## src/rtl/adc_spi_sampler_if.sv

```systemverilog
// Signal bundle between the sampler and its surroundings: conversion control,
// the SPI pins towards the ADC and the sample stream towards the filter.
interface adc_spi_sampler_if;
    logic       en_i;
    logic [2:0] channel_i;
    logic       miso_i;
    logic       sclk_o;
    logic       mosi_o;
    logic       cs_no;
    logic [9:0] signal_o;
    logic       sample_o;
    logic       overrun_o;

    // Sampler side
    modport master (
        input  en_i, channel_i, miso_i,
        output sclk_o, mosi_o, cs_no, signal_o, sample_o, overrun_o
    );

    // Environment side (controller, ADC pins, downstream filter)
    modport slave (
        output en_i, channel_i, miso_i,
        input  sclk_o, mosi_o, cs_no, signal_o, sample_o, overrun_o
    );
endinterface

```

## src/rtl/adc_spi_sampler.sv

```systemverilog
// Paced MCP3008-style acquisition: one 16-SCLK SPI frame per sample tick,
// result presented on signal_o with a single-cycle sample_o strobe.
module adc_spi_sampler #(
    parameter int unsigned CLK_DIV    = 4,
    parameter int unsigned SAMPLE_DIV = 2500
) (
    input  logic               clk_i,
    input  logic               rst_ni,
    adc_spi_sampler_if.master  bus
);

    localparam int unsigned TW = (SAMPLE_DIV > 1) ? $clog2(SAMPLE_DIV) : 1;
    localparam int unsigned DW = $clog2(CLK_DIV);

    localparam logic [2:0] StIdle  = 3'd0;
    localparam logic [2:0] StSetup = 3'd1;
    localparam logic [2:0] StShift = 3'd2;
    localparam logic [2:0] StHold  = 3'd3;
    localparam logic [2:0] StDone  = 3'd4;

    logic [TW-1:0] timer_q;
    logic          tick;

    logic [2:0]    state_q, state_d;
    logic [DW-1:0] div_q, div_d;
    logic [3:0]    bit_q, bit_d;
    logic [9:0]    shreg_q, shreg_d;
    logic [2:0]    ch_q, ch_d;
    logic          sclk_q, sclk_d;
    logic          mosi_q, mosi_d;
    logic          cs_n_q, cs_n_d;
    logic [9:0]    signal_q, signal_d;
    logic          sample_q, sample_d;
    logic          overrun_q, overrun_d;
    logic          div_end;

    // Command bit n (1-based): start, single-ended, ch[2:0], then zeros.
    function automatic logic frame_bit(input logic [4:0] n, input logic [2:0] ch);
        case (n)
            5'd1, 5'd2: frame_bit = 1'b1;
            5'd3:       frame_bit = ch[2];
            5'd4:       frame_bit = ch[1];
            5'd5:       frame_bit = ch[0];
            default:    frame_bit = 1'b0;
        endcase
    endfunction

    assign tick    = bus.en_i && (timer_q == TW'(SAMPLE_DIV - 1));
    assign div_end = (div_q == DW'(CLK_DIV - 1));

    // Sample-rate timer, held at zero while disabled.
    always_ff @(posedge clk_i or negedge rst_ni) begin
        if (!rst_ni) begin
            timer_q <= '0;
        end else if (!bus.en_i || tick) begin
            timer_q <= '0;
        end else begin
            timer_q <= timer_q + 1'b1;
        end
    end

    // Frame sequencing, SCLK/MOSI generation and MISO capture.
    always_comb begin
        state_d   = state_q;
        div_d     = div_q;
        bit_d     = bit_q;
        shreg_d   = shreg_q;
        ch_d      = ch_q;
        sclk_d    = sclk_q;
        mosi_d    = mosi_q;
        cs_n_d    = cs_n_q;
        signal_d  = signal_q;
        sample_d  = 1'b0;
        overrun_d = overrun_q;

        // A tick outside IDLE is dropped and only flagged.
        if (tick && (state_q != StIdle)) begin
            overrun_d = 1'b1;
        end
        if (!bus.en_i) begin
            overrun_d = 1'b0;
        end

        case (state_q)
            StIdle: begin
                if (tick) begin
                    state_d = StSetup;
                    cs_n_d  = 1'b0;
                    ch_d    = bus.channel_i;
                    mosi_d  = frame_bit(5'd1, bus.channel_i);
                    shreg_d = '0;
                    div_d   = '0;
                    bit_d   = '0;
                end
            end
            StSetup: begin
                if (div_end) begin
                    div_d   = '0;
                    bit_d   = '0;
                    sclk_d  = 1'b1;
                    state_d = StShift;
                end else begin
                    div_d = div_q + 1'b1;
                end
            end
            StShift: begin
                if (!div_end) begin
                    div_d = div_q + 1'b1;
                end else begin
                    div_d = '0;
                    if (sclk_q) begin
                        // Falling edge: present the bit for the next rising edge.
                        sclk_d = 1'b0;
                        mosi_d = frame_bit({1'b0, bit_q} + 5'd2, ch_q);
                    end else if (bit_q == 4'd15) begin
                        state_d = StHold;
                    end else begin
                        // Rising edge number bit_q+2; data bits arrive on edges 7..16.
                        bit_d  = bit_q + 1'b1;
                        sclk_d = 1'b1;
                        if (bit_q >= 4'd5) begin
                            shreg_d = {shreg_q[8:0], bus.miso_i};
                        end
                    end
                end
            end
            StHold: begin
                if (div_end) begin
                    div_d    = '0;
                    state_d  = StDone;
                    cs_n_d   = 1'b1;
                    mosi_d   = 1'b0;
                    sample_d = 1'b1;
                    signal_d = shreg_q;
                end else begin
                    div_d = div_q + 1'b1;
                end
            end
            StDone: begin
                state_d = StIdle;
            end
            default: begin
                state_d = StIdle;
                cs_n_d  = 1'b1;
                sclk_d  = 1'b0;
                mosi_d  = 1'b0;
            end
        endcase
    end

    // State and registered outputs; reset aborts any frame immediately.
    always_ff @(posedge clk_i or negedge rst_ni) begin
        if (!rst_ni) begin
            state_q   <= StIdle;
            div_q     <= '0;
            bit_q     <= '0;
            shreg_q   <= '0;
            ch_q      <= '0;
            sclk_q    <= 1'b0;
            mosi_q    <= 1'b0;
            cs_n_q    <= 1'b1;
            signal_q  <= '0;
            sample_q  <= 1'b0;
            overrun_q <= 1'b0;
        end else begin
            state_q   <= state_d;
            div_q     <= div_d;
            bit_q     <= bit_d;
            shreg_q   <= shreg_d;
            ch_q      <= ch_d;
            sclk_q    <= sclk_d;
            mosi_q    <= mosi_d;
            cs_n_q    <= cs_n_d;
            signal_q  <= signal_d;
            sample_q  <= sample_d;
            overrun_q <= overrun_d;
        end
    end

    assign bus.sclk_o    = sclk_q;
    assign bus.mosi_o    = mosi_q;
    assign bus.cs_no     = cs_n_q;
    assign bus.signal_o  = signal_q;
    assign bus.sample_o  = sample_q;
    assign bus.overrun_o = overrun_q;

endmodule

```

## src/flat_wrapper.sv

```systemverilog
// flat-port wrapper written by rule: the top's interface ports become plain ports
module adc_spi_sampler_flat 
#(
    parameter int unsigned CLK_DIV    = 4,
    parameter int unsigned SAMPLE_DIV = 2500
)
  (clk_i, rst_ni, bus_en_i, bus_channel_i, bus_miso_i, bus_sclk_o, bus_mosi_o, bus_cs_no, bus_signal_o, bus_sample_o, bus_overrun_o);
  adc_spi_sampler_if bus_i ();
  input  logic clk_i;
  input  logic rst_ni;
  input wire logic [$bits(bus_i.en_i)-1:0] bus_en_i;
  input wire logic [$bits(bus_i.channel_i)-1:0] bus_channel_i;
  input wire logic [$bits(bus_i.miso_i)-1:0] bus_miso_i;
  output wire logic [$bits(bus_i.sclk_o)-1:0] bus_sclk_o;
  output wire logic [$bits(bus_i.mosi_o)-1:0] bus_mosi_o;
  output wire logic [$bits(bus_i.cs_no)-1:0] bus_cs_no;
  output wire logic [$bits(bus_i.signal_o)-1:0] bus_signal_o;
  output wire logic [$bits(bus_i.sample_o)-1:0] bus_sample_o;
  output wire logic [$bits(bus_i.overrun_o)-1:0] bus_overrun_o;
  assign bus_i.en_i = bus_en_i;
  assign bus_i.channel_i = bus_channel_i;
  assign bus_i.miso_i = bus_miso_i;
  assign bus_sclk_o = bus_i.sclk_o;
  assign bus_mosi_o = bus_i.mosi_o;
  assign bus_cs_no = bus_i.cs_no;
  assign bus_signal_o = bus_i.signal_o;
  assign bus_sample_o = bus_i.sample_o;
  assign bus_overrun_o = bus_i.overrun_o;
  adc_spi_sampler #(.CLK_DIV(CLK_DIV), .SAMPLE_DIV(SAMPLE_DIV)) u_core (.clk_i(clk_i), .rst_ni(rst_ni), .bus(bus_i));
endmodule
```

## config.mk

```make
export PLATFORM = sky130hd
export DESIGN_NAME = adc_spi_sampler_flat
export DESIGN_NICKNAME = d
export VERILOG_FILES = /design/src/rtl/adc_spi_sampler_if.sv /design/src/rtl/adc_spi_sampler.sv /design/src/flat_wrapper.sv
export SDC_FILE = /design/constraint.sdc
export NUM_CORES = 1
export LEC_CHECK = 0
export BUFFER_PORTS_ARGS = -buffer_cell sky130_fd_sc_hd__buf_2
export CORE_MARGIN = 2
export CORE_UTILIZATION = 25
export CTS_BUF_LIST = sky130_fd_sc_hd__clkbuf_8
export DETAILED_ROUTE_END_ITERATION = 10
export SLEW_MARGIN = 20
export SYNTH_ARGS = -nofsm -noshare
export SYNTH_HDL_FRONTEND = slang
export SYNTH_SLANG_ARGS = --single-unit
```

## constraint.sdc

```tcl
create_clock -name clk_i -period 1.6 [get_ports clk_i]
set_input_delay 0.16 -clock clk_i [delete_from_list [all_inputs] [get_ports clk_i]]
set_output_delay 0.16 -clock clk_i [all_outputs]
set_load 0.01 [all_outputs]
```

==> results of run 1 <==
routing by layer:
metal	vias up	wire length, um
met3	5	156
met1	906	2480
met5	-	0
met2	16	2480
met4	0	80
li1	944	-
state kept, by name, indices dropped and copies added, names as in the netlist:
signal and count:
u_core.div_q 2, u_core.shreg_q 10, u_core.bit_q 4, u_core.bus.mosi_o 1, u_core.bus.cs_no 1, u_core.bus.overrun_o 1
u_core.state_q 3, u_core.ch_q 3, u_core.timer_q 12, u_core.bus.sample_o 1, u_core.bus.sclk_o 1, u_core.bus.signal_o 10
layout make-up:
| type | count | area (sq um) | area share |
|---|---|---|---|
| inverter | 9 | 33.8 | 0.0104 |
| tap | 133 | 166 | 0.0513 |
| timing repair buffer | 66 | 507 | 0.156 |
| clock inverter | 2 | 37.5 | 0.0116 |
| clock buffer | 6 | 82.6 | 0.0255 |
| sequential | 49 | 1230 | 0.379 |
| multi-input combinational | 172 | 1190 | 0.366 |
cell families (layout without fill, tap and decap cells):
kind of cell | count (synthesis) | in the layout | synth area share
DFF | 49 | 49 | 0.501
muxes | 13 | 13 | 0.0546
AOI/OAI and AO/OA | 28 | 28 | 0.0868
buffers and inverters | 20 | 83 | 0.0419
and+or+nand+nor | 112 | 112 | 0.236
adders and majority gates | 8 | 8 | 0.0408
xor gates and xnor gates | 11 | 11 | 0.0393
per-stage QoR:
| step | worst slack [ns] | hold WS, ns | total power (uW) | std cells | TNS [ns] |
|---|---|---|---|---|---|
| after CTS | -0.0423 | 0.0873 | 2300 | 435 | -0.194 |
| after global placement | -0.100 | 0.137 | 1350 | 422 | -0.446 |
| after floorplan | 0.0236 | -0.136 | 1290 | 241 | 0 |
| after global routing | -0.122 | 0.0842 | 2370 | 437 | -1.70 |
| final | -0.0265 | 0.101 | 2260 | 437 | -0.0886 |
| after detailed placement | -0.166 | 0.141 | 1350 | 422 | -0.988 |
worst min-delay path: stages:
cell	delay, ns
buf_2	0.10
nand2_1	0.05
mux2i_1	0.05
cells in the mapped netlist (2+ instances only):
| library cell | number | area (sq um) |
|---|---|---|
| nand2_1 | 57 | 214 |
| dfrtp_1 | 48 | 1200 |
| nor2_1 | 18 | 67.6 |
| mux2i_1 | 10 | 100 |
| inv_1 | 9 | 33.8 |
| xor2_1 | 9 | 78.8 |
| ha_1 | 8 | 100 |
| nand3_1 | 8 | 40.0 |
| nand4_1 | 5 | 31.3 |
| a21oi_1 | 4 | 20.0 |
| and3_1 | 4 | 25.0 |
| buf_2 | 4 | 20.0 |
| clkbuf_1 | 3 | 11.3 |
| mux2_2 | 3 | 33.8 |
| a211oi_1 | 2 | 15.0 |
| a22o_1 | 2 | 17.5 |
| and2_1 | 2 | 12.5 |
| and4_1 | 2 | 17.5 |
| buf_4 | 2 | 15.0 |
| buf_6 | 2 | 22.5 |
| nand2b_1 | 2 | 12.5 |
| nor3_1 | 2 | 10.0 |
| nor4b_4 | 2 | 47.6 |
| o211ai_1 | 2 | 15.0 |
| o21ai_0 | 2 | 10.0 |
| xnor2_1 | 2 | 17.5 |
what timing repair did:
| item | CTS | global route |
|---|---|---|
| gates resized for setup | 14 | 8 |
| hold buffers | 1 | 0 |
| pin swaps | 8 | 2 |
| setup buffers | 4 | 1 |
| setup endpoints to repair | 20 | 31 |
| hold endpoints to repair | 16 | 0 |
| cloned | 0 | 1 |
worst max-delay path by stage:
| stage | from | to | slack, ns | depth (start not counted) |
|---|---|---|---|---|
| final | u_core.timer_q[0] | u_core.ch_q[2] | -0.03 | 6 |
| after global routing | u_core.timer_q[0] | u_core.ch_q[0] | -0.12 | 6 |
| after CTS | u_core.timer_q[9] | u_core.ch_q[0] | -0.04 | 4 |
| after detailed placement | u_core.bit_q[1] | u_core.bus.mosi_o | -0.17 | 4 |
| after global placement | u_core.bit_q[1] | u_core.bus.mosi_o | -0.1 | 4 |
| after floorplan | u_core.timer_q[0] | u_core.bit_q[2] | 0.02 | 5 |
power groups by stage:
stage          Clock [uW]  Sequential (uW)  Combinational, uW
3_3_place_gp            0             1270               76.8
6_report              932             1250               76.7
4_1_cts               973             1250               80.8
5_1_grt              1030             1250               86.9
2_1_floorplan           0             1270               20.3
3_5_place_dp            0             1270               78.6
cell usage in the layout, fill, tap and decap left out, drive strengths merged, types with 2 or more instances in the layout:
| master | count |
|---|---|
| buf | 64 |
| nor4b | 3 |
| nor3b | 2 |
| nand2b | 2 |
| clkbuf | 7 |
| xor2 | 9 |
| nand3 | 8 |
| and3 | 4 |
| dfrtp | 48 |
| nor2 | 18 |
| a211oi | 3 |
| nand2 | 57 |
| xnor2 | 2 |
| a21boi | 2 |
| and4 | 2 |
| nor3 | 3 |
| mux2 | 3 |
| inv | 9 |
| and2 | 2 |
| mux2i | 10 |
| o211ai | 2 |
| ha | 8 |
| nand4 | 6 |
| o21ai | 3 |
| a21oi | 4 |
| a22o | 2 |
==> impl_metrics.tcl, run 1 <==
set metrics [dict create \
    path_class "reg2reg" \
    rows 36 \
    grt_util_all_layers 0.107 \
    fin_ws_ns -0.0265 \
    cp-end-kind "flip-flop" \
    dp_hpwl_um 3710 \
    gp_congestion 0.727 \
    numCtsBuffers 5 \
    fp.dieW_um 103 \
    r2r_end "u_core.ch_q[2]" \
    wl_um 5190 \
    slowest_stage "dfrtp_1" \
    gr-usage-met2 0.172 \
    seq_area_frac_synth 0.501 \
    cts_tree "built" \
    vias_per_cell 4.28 \
    cp.arrival_ns 1.81 \
    drtIter0Drc 57 \
    rsz0062_at_grt "true" \
    combPwrFrac 0.034 \
    fmax_mhz 615 \
    fin_area_sq_um 3240 \
    finalMaxSlewViolations 0 \
    internal_power_uw 1780 \
    dr.pass1.iters 4 \
    worst_ep_required_time_ns 1.79 \
    synth-main-ff-cell "dfrtp_1" \
    clk_pin_slew_ns 0.09 \
    cts_sinks 49 \
    seqPwrFrac 0.553 \
    core-area_sq_um 9640 \
    num_vias 1871 \
    crit_chain "ha_2, nor4b_4, nand4_1, buf_6, buf_12, mux2_2" \
    ant_nets 0 \
    port_buffers 21 \
    antenna_found_initial 0 \
    syn_nets 256 \
    ctsLongestPathBuffers 2 \
    synth_area_sq_um 2450 \
    critPathBufInv 2 \
    drive_gt1_frac 0.319 \
    synth_edf_count 0 \
    yosysWarnings 0 \
    whs_path_depth 3 \
    ir_worst_vdd_v 0.000323 \
    p_sw_frac 0.209 \
    async_reset_ff_frac 1.00 \
    setup_viol 4 \
    post_drt_wl_per_cell_um 11.9 \
    power.leakage_uw 0.00160 \
    grt_max_degree 20 \
    grt.overflow.total 0 \
    final_nets 318 \
    finalCriticalPeriod_ns 1.63 \
    outcome "complete, but fails checks" \
    crit_path_max_fanout 6 \
    fill_cells 1009 \
    cp_slowest_stage_delay_ns 0.36 \
    critical-path-top-delay-family "simple AND/OR/NAND/NOR gates" \
    place_area_sq_um 2960 \
    synth_area_per_cell_sq_um 10.2 \
    initial_core_util 0.254 \
    die_h_um 103 \
    p_per_area_nw_per_um2 695 \
    p_clk_frac 0.413 \
    synthToLayoutAreaGrowth_pct 32.4 \
    ys_ff_latch 49 \
    syn_inst 241 \
    r2r-start "u_core.timer_q[0]" \
    hold_path_class "in2reg" \
    grt_first_pass_wirelength_um 8870 \
    cts-htree-levels 2 \
    min_to "u_core.shreg_q[0]" \
    final_util 0.337 \
    busiest_layer "met2" \
    io_pins 22 \
    crit_path_start_kind "flip-flop" \
    grt_pass1_vias 1891 \
    die-area_sq_um 10600 \
    fin_skew_ns 0.0161 \
    met3_usage 0.0258 \
    clk_latency_ns 0.31 \
    yosys.cell_types.count 53 \
    drv_cap 0 \
    drc 0 \
    slew_headroom 0.706 \
    worst_pin_slew_ns 0.441 \
    hp-start "bus_miso_i" \
    insertedDiodeCount 0 \
    reg2reg_depth 6 \
    p_sw_uw 472 \
    root_buffer "clkbuf_8" \
    reg2reg_slack_ns -0.03 \
    min_period_over_period 1.02 \
    grt_use_met1 0.139 \
    hold_viol 0 \
    failed_checks "setup timing" \
]
(Power assumes the default switching activity.)
==> run 2, diff against run 1 <==
--- a/config.mk
+++ b/config.mk
@@ -6,10 +6,12 @@
 export NUM_CORES = 1
 export LEC_CHECK = 0
 export BUFFER_PORTS_ARGS = -buffer_cell sky130_fd_sc_hd__buf_2
+export CAP_MARGIN = 5
 export CORE_MARGIN = 2
-export CORE_UTILIZATION = 25
+export CORE_UTILIZATION = 55
 export CTS_BUF_LIST = sky130_fd_sc_hd__clkbuf_8
 export DETAILED_ROUTE_END_ITERATION = 10
+export PLACE_DENSITY = 0.78
 export SLEW_MARGIN = 20
 export SYNTH_ARGS = -nofsm -noshare
 export SYNTH_HDL_FRONTEND = slang
==> impl_metrics.tcl, run 2 (synthesis results as in run 1) <==
set metrics [dict create \
    outcome "complete, but fails checks" \
    failed_checks "setup timing" \
    final_nets 308 \
    io_pins 22 \
    rows 24 \
    pre_cts_slack_ns -0.0995 \
    insertedDiodeCount 0 \
    port_buffers 21 \
    fp.dieW_um 70.8 \
    min_period_over_period 1.06 \
    top_register "u_core.timer_q" \
    path_class "reg2reg" \
    place_area_sq_um 2820 \
    wl_um 5150 \
    met3_usage 0.0413 \
    fin_area_sq_um 3090 \
    mostFrequentLayoutCell "nand2_1" \
    initial_core_util 0.567 \
    grt_util_all_layers 0.216 \
    p_clk_frac 0.435 \
    cp.arrival_ns 1.88 \
    numCtsBuffers 5 \
    worst_pin_slew_ns 0.471 \
    ctsLongestPathBuffers 2 \
    drive_gt1_frac 0.306 \
    clk_latency_ns 0.30 \
    ant_nets 0 \
    combPwrFrac 0.034 \
    busiest_layer "met2" \
    hold_path_class "in2reg" \
    reg2reg_depth 5 \
    p_sw_frac 0.194 \
    synthToLayoutAreaGrowth_pct 25.9 \
    die_h_um 70.8 \
    ir_worst_vdd_v 0.000358 \
    hold_viol 0 \
    fin_skew_ns 0.00785 \
    reg2reg_slack_ns -0.09 \
    cts_tree "built" \
    drtIter0Drc 108 \
    p_per_area_nw_per_um2 763 \
    internal_power_uw 1900 \
    finalMaxSlewViolations 0 \
    gr-usage-met2 0.368 \
    setup_viol 19 \
    crit_path_start_kind "flip-flop" \
    layout_common_cells "nand2_1, dfrtp_1, buf_4" \
    grt_use_met1 0.282 \
    multi_input_area_sq_um 1210 \
    ff_latch_area_sq_um 1230 \
    core-area_sq_um 4320 \
    cp-end-kind "flip-flop" \
    num_vias 1913 \
    vias_per_cell 5.53 \
    root_buffer "clkbuf_8" \
    worst_ep_required_time_ns 1.79 \
    cts-htree-levels 2 \
    r2r-start "u_core.timer_q[0]" \
    grt.overflow.total 0 \
    dp_hpwl_um 3500 \
    rsz0062_at_grt "true" \
    fmax_mhz 591 \
    post_drt_wl_per_cell_um 14.9 \
    grt_pass1_vias 1878 \
    power.leakage_uw 0.00154 \
    grt_max_degree 31 \
    fill_cells 317 \
    finalCriticalPeriod_ns 1.69 \
    dr.pass1.iters 4 \
    r2r_end "u_core.ch_q[2]" \
    crit_path_max_fanout 13 \
    seqPwrFrac 0.530 \
    gp_congestion 0.820 \
    antenna_found_initial 0 \
    fin_ws_ns -0.0922 \
    grt_first_pass_wirelength_um 8610 \
    clk_pin_slew_ns 0.09 \
    slew_headroom 0.686 \
    die-area_sq_um 5010 \
    drc 0 \
    whs_path_depth 2 \
    hp-start "bus_channel_i[1]" \
    largest_reg_flops 12 \
    min_to "u_core.ch_q[1]" \
    cts_sinks 49 \
    p_sw_uw 456 \
    drv_cap 0 \
]
-- run 2: repair_timing --
action | 4_1_cts | 5_1_grt
pin swaps | 6 | 8
endpoints found under the hold margin | 18 | 0
cloned | 0 | 0
setup endpoints to repair | 30 | 43
hold buffers | 1 | 0
resized for setup | 9 | 15
setup buffers | 2 | 2
-- run 2: worst max-delay path by stage --
stage          slack, ns              start                end  cells after the start
6_report           -0.09  u_core.timer_q[0]     u_core.ch_q[2]                      5
3_5_place_dp        -0.1  u_core.timer_q[9]    u_core.bit_q[2]                      4
3_3_place_gp       -0.05    u_core.bit_q[1]  u_core.bus.mosi_o                      4
4_1_cts            -0.05  u_core.timer_q[9]    u_core.bit_q[2]                      4
5_1_grt            -0.17  u_core.timer_q[0]    u_core.bit_q[3]                      5
2_1_floorplan       0.02  u_core.timer_q[0]    u_core.bit_q[2]                      5
-- run 2: worst max-delay path, stage by stage, from the launching register on --
cell	delay [ns]
dfrtp_1	0.38
ha_2	0.19
nor4b_4	0.32
nand4_1	0.23
buf_12	0.21
mux2_2	0.26
-- run 2: per-layer routing --
layer / part of all wire / up-vias / routed length (um)
met4: 0.014 / 0 / 72
met5: 0 / - / 0
met3: 0.032 / 8 / 165
met1: 0.43 / 928 / 2230
li1: - / 934 / -
met2: 0.52 / 43 / 2680
-- run 2: area by class of cell --
| class | instances | area share |
|---|---|---|
| sequential | 49 | 0.398 |
| inverter | 9 | 0.0109 |
| tap | 52 | 0.0211 |
| multi-input combinational | 172 | 0.393 |
| clock buffer | 5 | 0.0223 |
| timing repair buffer | 56 | 0.133 |
| clock inverter | 3 | 0.0211 |
-- run 2: power by group through the flow --
stage	Sequential, uW	Combinational [uW]	Clock [uW]
6_report	1250	81.2	1020
5_1_grt	1250	91.7	1090
4_1_cts	1250	74.6	1050
3_5_place_dp	1270	73.0	0
3_3_place_gp	1270	72.1	0
2_1_floorplan	1270	20.3	0
-- run 2: stage by stage --
step	utilization	cells	hold WS (ns)	TNS, ns	total power (uW)
3_3_place_gp	0.651	333	0.143	-0.192	1340
6_report	0.714	346	0.0896	-0.933	2350
4_1_cts	0.695	344	0.0826	-0.287	2370
3_5_place_dp	0.651	333	0.146	-0.822	1350
5_1_grt	0.714	346	0.0822	-2.71	2430
2_1_floorplan	-	241	-0.136	0	1290
==> run 3, diff against run 2 <==
--- a/config.mk
+++ b/config.mk
@@ -7,6 +7,7 @@
 export LEC_CHECK = 0
 export BUFFER_PORTS_ARGS = -buffer_cell sky130_fd_sc_hd__buf_2
 export CAP_MARGIN = 5
+export CORE_ASPECT_RATIO = 0.6
 export CORE_MARGIN = 2
 export CORE_UTILIZATION = 55
 export CTS_BUF_LIST = sky130_fd_sc_hd__clkbuf_8
@@ -16,3 +17,4 @@
 export SYNTH_ARGS = -nofsm -noshare
 export SYNTH_HDL_FRONTEND = slang
 export SYNTH_SLANG_ARGS = --single-unit
+export TNS_END_PERCENT = 5
==> impl_metrics.tcl, run 3 (synthesis results as in run 1) <==
set metrics [dict create \
    grt_util_all_layers 0.220 \
    dr.pass1.iters 4 \
    r2r-start "u_core.timer_q[0]" \
    reg2reg_depth 6 \
    cts_sinks 49 \
    fin_cells 360 \
    gp_congestion 0.838 \
    power.leakage_uw 0.00157 \
    place_area_sq_um 2910 \
    drtIter0Drc 92 \
    cp.arrival_ns 1.82 \
    placed_cells_incl_taps 352 \
    ctsLongestPathBuffers 2 \
    final_nets 315 \
    crit_path_start_kind "flip-flop" \
    mostFrequentLayoutCell "nand2_1" \
    ant_nets 0 \
    top_register "u_core.timer_q" \
    fp.dieW_um 90.2 \
    grt_max_degree 24 \
    drive_gt1_frac 0.303 \
    layout_common_cells "nand2_1, dfrtp_1, buf_4" \
    internal_power_uw 1610 \
    cts_setup_buffers 0 \
    rows 18 \
    reg2reg_slack_ns -0.03 \
    combPwrFrac 0.038 \
    fin_ws_ns -0.0302 \
    fmax_mhz 613 \
    root_buffer "clkbuf_8" \
    insertedDiodeCount 0 \
    numCtsBuffers 5 \
    drc 0 \
    clk_pin_slew_ns 0.09 \
    grt_first_pass_wirelength_um 8760 \
    crit_path_max_fanout 4 \
    antenna_found_initial 0 \
    crit_start "u_core.timer_q[0]" \
    io_pins 22 \
    cts_tree "built" \
    p_sw_uw 446 \
    vias_per_cell 5.38 \
    cts-htree-levels 2 \
    worst_pin_slew_ns 0.372 \
    min_period_over_period 1.02 \
    setup_viol 7 \
    post_drt_wl_per_cell_um 14.3 \
    endpoint "u_core.bit_q[3]" \
    seqPwrFrac 0.606 \
    finalMaxSlewViolations 0 \
    num_vias 1935 \
    dp_hpwl_um 3790 \
    grt.overflow.total 0 \
    hold_viol 0 \
    failed_checks "setup timing" \
    die_h_um 55.7 \
    fin_skew_ns 0.00421 \
    worst_ep_required_time_ns 1.79 \
    ir_worst_vdd_v 0.000391 \
    r2r_end "u_core.bit_q[3]" \
    p_sw_frac 0.217 \
    die-area_sq_um 5020 \
    drv_cap 0 \
    wl_um 5150 \
    p_clk_frac 0.356 \
    synthToLayoutAreaGrowth_pct 25.5 \
    pre_cts_slack_ns -0.122 \
    core-area_sq_um 4190 \
    outcome "complete, but fails checks" \
    largest_reg_flops 12 \
    rsz0062_at_grt "true" \
    port_buffers 21 \
    fin_area_sq_um 3080 \
    p_per_area_nw_per_um2 669 \
    slew_headroom 0.752 \
    hold_path_class "in2reg" \
    grt_pass1_vias 1859 \
    path_class "reg2reg" \
    initial_core_util 0.585 \
    finalCriticalPeriod_ns 1.63 \
    clk_latency_ns 0.30 \
    cp-end-kind "flip-flop" \
]
run 3: critical path: stages (launching register included):
cell and delay [ns]:
dfrtp_1 0.37, ha_1 0.18, nor4b_4 0.26, nand4_2 0.21, a211oi_2 0.26, buf_4 0.17
o211ai_1 0.08
run 3: repair_timing:
action                                 4_1_cts  5_1_grt
pin swaps                                    2        3
hold buffers                                 1        0
endpoints found under the hold margin       14        0
resized for setup                            8        8
setup endpoints to repair                   25       32
run 3: power by group through the flow:
stage,logic [uW],registers (uW),clock network (uW)
CTS,80.9,1250,751
global placement,77.4,1270,0
floorplan,20.3,1270,0
global route,89.4,1250,792
detailed placement,78.9,1270,0
finish,77.9,1250,733
run 3: per-layer routing:
metal  GRT usage  vias to the layer above  share of wire
li1            -                      944              -
met1       0.327                      943           0.52
met2       0.320                       41           0.42
met3      0.0447                        7          0.041
met4      0.0791                        0          0.015
met5           0                        -              0
run 3: area by class of cell:
class,instances,area (sq um)
Clock buffer,6,82.6
Multi-Input combinational cell,172,1180
Fill cell,301,1110
Sequential cell,49,1230
Clock inverter,1,3.75
Timing Repair Buffer,63,464
Inverter,9,36.3
Tap cell,60,75.1
run 3: worst min-delay path by stage:
| stage | start | endpoint | cells after the start |
|---|---|---|---|
| after global routing | bus_channel_i[0] | u_core.ch_q[0] | 2 |
| after floorplan | rst_ni | u_core.bit_q[0] | 0 |
| after detailed placement | rst_ni | u_core.bus.signal_o[1] | 1 |
| after global placement | rst_ni | u_core.bus.signal_o[1] | 1 |
| after CTS | bus_channel_i[1] | u_core.ch_q[1] | 2 |
| final | bus_channel_i[1] | u_core.ch_q[1] | 2 |
run 3: per-stage QoR:
stage          utilization  hold slack [ns]  power [uW]  TNS, ns
6_report             0.734           0.0860        2060  -0.0884
5_1_grt              0.734           0.0841        2130    -2.02
4_1_cts              0.723           0.0777        2080   -0.320
3_5_place_dp         0.694            0.102        1350    -1.36
3_3_place_gp         0.694           0.0915        1350   -0.196
2_1_floorplan            -           -0.136        1290        0
